### src/rtl/alu_pkg.sv
// Shared definitions for the ALU scheduler: opcodes, FSM state encoding and default width.
package alu_pkg;

  localparam int DEFAULT_WIDTH = 32;

  localparam logic [3:0] ALU_AND = 4'b0000;
  localparam logic [3:0] ALU_OR  = 4'b0001;
  localparam logic [3:0] ALU_ADD = 4'b0010;
  localparam logic [3:0] ALU_SUB = 4'b0110;

  typedef enum logic {
    ST_IDLE = 1'b0,
    ST_RESP = 1'b1
  } state_t;

endpackage

### src/rtl/alu.sv
// Shared combinational ALU: AND/OR/ADD/SUB, unknown opcodes yield zero.
module alu
  import alu_pkg::*;
#(
  parameter int WIDTH = DEFAULT_WIDTH
) (
  input  logic [WIDTH-1:0] a1,
  input  logic [WIDTH-1:0] a2,
  input  logic [3:0]       ALU_control,
  output logic [WIDTH-1:0] Aout,
  output logic             zeroFlag
);

  always_comb begin
    // NOTE: assign a default before the case so no path leaves Aout unassigned (no latch).
    Aout = '0;
    case (ALU_control)
      ALU_AND: Aout = a1 & a2;
      ALU_OR:  Aout = a1 | a2;
      ALU_ADD: Aout = a1 + a2;
      ALU_SUB: Aout = a1 - a2;
      default: Aout = '0;
    endcase
  end

  assign zeroFlag = (Aout == '0);

endmodule

### src/rtl/rr_arb2.sv
// Two-input round-robin arbiter; 'last' remembers the previous winner and flips priority.
module rr_arb2 (
  input  logic clk,
  input  logic reset,
  input  logic req0,
  input  logic req1,
  input  logic update,
  output logic grant0,
  output logic grant1
);

  logic last;

  // With both requesting, the one that did not win last time goes next.
  assign grant0 = req0 & (~req1 | last);
  assign grant1 = req1 & (~req0 | ~last);

  // NOTE: non-blocking assignment so every flop samples pre-edge values.
  always_ff @(posedge clk or posedge reset) begin
    if (reset) begin
      last <= 1'b1;
    end else if (update) begin
      last <= grant1;
    end
  end

endmodule

### src/rtl/alu_scheduler.sv
// Round-robin scheduler for two requesters sharing one ALU, with a registered tagged response.
// Define ALU_SCHED_PIPE_EN to accept a new request in the same cycle a response is consumed.
module alu_scheduler
  import alu_pkg::*;
#(
  parameter int WIDTH = DEFAULT_WIDTH
) (
  input  logic             clk,
  input  logic             reset,
  input  logic             r0_valid,
  output logic             r0_ready,
  input  logic [WIDTH-1:0] r0_a,
  input  logic [WIDTH-1:0] r0_b,
  input  logic [3:0]       r0_op,
  input  logic             r1_valid,
  output logic             r1_ready,
  input  logic [WIDTH-1:0] r1_a,
  input  logic [WIDTH-1:0] r1_b,
  input  logic [3:0]       r1_op,
  output logic             rsp_valid,
  input  logic             rsp_ready,
  output logic             rsp_id,
  output logic [WIDTH-1:0] rsp_result,
  output logic             rsp_zero
);

  state_t           state, state_next;
  logic             arb_en;
  logic             grant0, grant1;
  logic             accept;
  logic             sel;
  logic [WIDTH-1:0] alu_a, alu_b, alu_out;
  logic [3:0]       alu_op;
  logic             alu_zero;

`ifdef ALU_SCHED_PIPE_EN
  // A response leaving this cycle frees the register for a new result at the same edge.
  assign arb_en = ~reset & ((state == ST_IDLE) | rsp_ready);
`else
  assign arb_en = ~reset & (state == ST_IDLE);
`endif

  rr_arb2 u_arb (
    .clk    (clk),
    .reset  (reset),
    .req0   (r0_valid),
    .req1   (r1_valid),
    .update (accept),
    .grant0 (grant0),
    .grant1 (grant1)
  );

  assign r0_ready = arb_en & grant0;
  assign r1_ready = arb_en & grant1;
  assign accept   = r0_ready | r1_ready;
  assign sel      = grant1;

  always_comb begin
    alu_a  = sel ? r1_a  : r0_a;
    alu_b  = sel ? r1_b  : r0_b;
    alu_op = sel ? r1_op : r0_op;
  end

  alu #(.WIDTH(WIDTH)) u_alu (
    .a1          (alu_a),
    .a2          (alu_b),
    .ALU_control (alu_op),
    .Aout        (alu_out),
    .zeroFlag    (alu_zero)
  );

  always_comb begin
    state_next = state;
    rsp_valid  = 1'b0;
    case (state)
      ST_IDLE: begin
        if (accept) state_next = ST_RESP;
      end
      ST_RESP: begin
        rsp_valid = 1'b1;
        if (rsp_ready && !accept) state_next = ST_IDLE;
      end
      default: state_next = ST_IDLE;
    endcase
  end

  always_ff @(posedge clk or posedge reset) begin
    if (reset) begin
      state <= ST_IDLE;
    end else begin
      state <= state_next;
    end
  end

  always_ff @(posedge clk or posedge reset) begin
    if (reset) begin
      rsp_id     <= 1'b0;
      rsp_result <= '0;
      rsp_zero   <= 1'b0;
    end else if (accept) begin
      rsp_id     <= sel;
      rsp_result <= alu_out;
      rsp_zero   <= alu_zero;
    end
  end

endmodule

### config.mk
export PLATFORM = sky130hd
export DESIGN_NAME = alu_scheduler
export DESIGN_NICKNAME = d
export VERILOG_FILES = /design/src/rtl/alu_pkg.sv /design/src/rtl/alu.sv /design/src/rtl/rr_arb2.sv /design/src/rtl/alu_scheduler.sv
export SDC_FILE = /design/constraint.sdc
export NUM_CORES = 1
export LEC_CHECK = 0
export CORE_AREA = 5 5 123 125
export CTS_CLUSTER_SIZE = 30
export DETAILED_ROUTE_END_ITERATION = 16
export DIE_AREA = 0 0 128 130
export DONT_BUFFER_PORTS = 1
export SLEW_MARGIN = 20
export SYNTH_ARGS = -nofsm -noshare
export SYNTH_HDL_FRONTEND = slang
export SYNTH_SLANG_ARGS = --single-unit
### constraint.sdc
create_clock -name clk -period 7.4 [get_ports clk]
set_clock_uncertainty 0.2 [all_clocks]
set_input_delay 1.48 -clock clk [delete_from_list [all_inputs] [get_ports clk]]
set_output_delay 1.48 -clock clk [all_outputs]
set_load 0.05 [all_outputs]
==> flow_summary_export.csv, run 1 <==
group,metric,value,unit
power_and_ir_drop,intPower,0.696,mW
route,via_per_inst,6.47,
global_route,grt_pass1_vias,6411,
synth,yosysWarnings,0,
cts,cts_resized,0,
layout,fin_area,6430,um2
floorplan,io-pin-count,178,
timing,max_freq,154,MHz
cts,cts_tree,"yes",
placed_design,dp.cells,1019,
cts,cts_setup_buffers,0,
synth,synth_fp_nets,1047,
cts,clockBufferDepth,2,
cts,cts.htree.levels,2,
synth,synth.area.mux_share,0.103,
setup_path,critPathSlowestCell,"nor4_1",
power_and_ir_drop,power_density,228,nW/um2
global_route,antenna_found_initial,0,
floorplan,core,13800,um2
route,finalWirelength,23300,um
run_status,outcome,"complete, no violations",
route,firstDrtPassIters,6,
power_and_ir_drop,combinationalPowerShare,0.564,
setup_path,cpPeakStageDelay,0.51,ns
setup_path,crit_top_cell,"a21oi_1",
placed_design,hpwl,18800,um
min_path,hold_class,"flip-flop to flip-flop",
timing,slew_violations,0,
synth,yosysMostFrequentCell,"nand2_1",
timing,slew_headroom,0.278,
placed_design,dpl_worst_slack,0.705,ns
cts,cts_sinks,36,
flow_run,drv_cap,0,
power_and_ir_drop,p_leak,2.70,nW
global_route,grt_first_pass_wirelength,35400,um
route,post_drt_wl_per_cell,22.6,um
placed_design,io_buffers,0,
cts,cts_made_buffers,5,
route,ant_nets,0,
synth,synthSimpleGateAreaFrac,0.267,
floorplan,die_h,130,um
synth,yosysTopAreaCellShare,0.142,
power_and_ir_drop,pwr-share-seq,0.287,
layout,fin_cells,1027,
timing,worst_pin_slew,1.07,ns
route,routed-via-count,6643,
timing,fin_crit,6.50,ns
synth,yosysUniqueCellTypes,76,
setup_path,critical_path_required,7.38,ns
setup_path,worstPathMaxFanout,21,
synth,synth_top_family_by_area,"simple AND/OR/NAND/NOR gates",
cts,clk_pin_slew,0.05,ns
floorplan,dieArea,16600,um2
synth,synth_compound_gate_area_share,0.263,
layout,antennaDiodeCount,0,
global_route,track_usage,0.268,
setup_path,start_kind,"input pin",
synth,synth_seq_area_share,0.147,
synth,synth_area_leader_cell,"dfrtp_1",
synth,synth_edf_count,0,
timing,min_period_over_period,0.878,
synth,syn_inst,871,
timing,setup-violations-final,0,
timing,worst_slack,0.901,ns
synth,synth_commonest_cells,"148 x nand2_1, 82 x a21oi_1, 68 x nor2_1, 58 x o21ai_0, 54 x nor3_1",
synth,ys_top_cells_by_area,"dfrtp_1 14%, nand2_1 9.0%, ha_1 6.9%",
cts,cts_root_buffer,"clkbuf_16",
cts,ctsHoldBuffers,0,
synth,synthXorXnorAreaFrac,0.0840,
timing,hold_slack,0.345,ns
floorplan,rows,43,
synth,syn_avg_cell_area,7.06,um2
layout,layout-drive-gt1-share,0.0756,
setup_path,end_kind,"flip-flop",
placed_design,placed_area,6270,um2
floorplan,die_w,128,um
layout,syn2layout_area_growth,4.54,%
synth,synth_seq_cells,36,
global_route,grt-ovfl-total,0,
synth,synthAdderAreaFrac,0.0889,
cts,insertion_delay,0.27,ns
layout,utilization,0.467,
setup_path,crit_type,"input pin to flip-flop",
power_and_ir_drop,total_power,1.47,mW
setup_path,crit_arrival,6.48,ns
global_route,grt_max_degree,59,
route,drt_iter0_drc,585,
setup_path,critical_path.cell_chain,"a21bo_4, mux2i_2, ha_1, o21ai_0, a21oi_1, a21oi_1, a21o_1, a21oi_1, xnor2_1, ha_1, nand4_1, nor4_1, o211ai_1, and3_1, xnor2_1, a221oi_1, o211ai_1, a2111oi_2, nand4_1, o31ai_1",
synth,synthArstFlopShare,1.00,
layout,fin_nets,1022,
placed_design,gp_congestion,0.958,
route,drc,0,
power_and_ir_drop,clkPwrFrac,0.149,
synth,synth_area,6150,um2
timing,rsz0062_at_grt,"false",
power_and_ir_drop,switching_share,0.525,
timing,hold_viol_final,0,
synth,yosys_most_used_dff,"dfrtp_1",
power_and_ir_drop,netSwitchingPower,0.770,mW
floorplan,start_util,0.447,
timing,tns,0,ns
power_and_ir_drop,vdd_drop_max,0.000101,V
[power groups by stage]
stage	Combinational (mW)	Sequential (mW)	Clock [mW]
final	0.828	0.421	0.218
after CTS	0.818	0.422	0.220
after global placement	0.803	0.424	0
after floorplan	0.640	0.412	0
after global routing	0.911	0.427	0.228
after detailed placement	0.813	0.427	0
[layout make-up]
| class | count | area (um2) |
|---|---|---|
| multi-input cells | 770 | 4970 |
| well taps | 180 | 225 |
| inverters | 18 | 67.6 |
| fillers | 1467 | 7340 |
| clock buffers | 8 | 156 |
| repair buffers | 15 | 113 |
| flip-flops and latches | 36 | 902 |
[path summary, 6_finish.rpt]
kind                                  from              to  slack, ns  cells after the start
worst max-delay path              r1_valid        rsp_zero       0.90                     20
worst min-delay path            u_arb.last      u_arb.last       0.35                      2
worst max register to register  u_arb.last        rsp_zero       1.57                     20
worst min register to register  u_arb.last      u_arb.last       0.35                      2
max in group asynchronous            reset      u_arb.last       5.63                      2
min in group asynchronous            reset  rsp_result[14]       1.03                      2
[logic make-up after synthesis]
logic type,Yosys count
AO/OA/AOI/OAI,250
XOR/XNOR,59
buffers and inverters,65
AND/OR/NAND/NOR,358
multiplexers,58
flip-flops,36
adder cells (fa/ha/maj),45
[flip-flops by register name (all words and copies together), names as in the netlist]
register    flops
u_arb.last      1
rsp_zero        1
rsp_result     32
rsp_id          1
state           1
[critical path, delay by kind of cell]
kind                     cells  cell delay (ns)
AO/OA/AOI/OAI               11             2.65
adder cells (fa/ha/maj)      2             0.63
multiplexers                 1             0.33
AND/OR/NAND/NOR              4             1.13
XOR/XNOR                     2             0.26
[cells in the final DEF, fill, tap and decap left out, drive strengths merged, types with 15 or more instances in the layout]
cell type / n
a21oi: 85
buf: 15
dfrtp: 35
ha: 34
inv: 18
mux2: 21
mux2i: 37
nand2: 148
nand3: 19
nor2: 68
nor3: 55
o21ai: 60
xnor2: 30
xor2: 29
[metal layers]
metal	up-vias	wire [um]	GRT usage
li1	3135	-	-
met1	3134	9960	0.360
met2	316	10400	0.427
met3	58	2060	0.0516
met4	0	864	0.0999
met5	-	0	0
Note: power is estimated with default switching activity, not from simulation.
==> run 2: changes to the inputs <==
- CTS_CLUSTER_SIZE: 30 -> 8
==> results of run 2 <==
The final DEF is identical to that of run 1; final timing and power are the same.
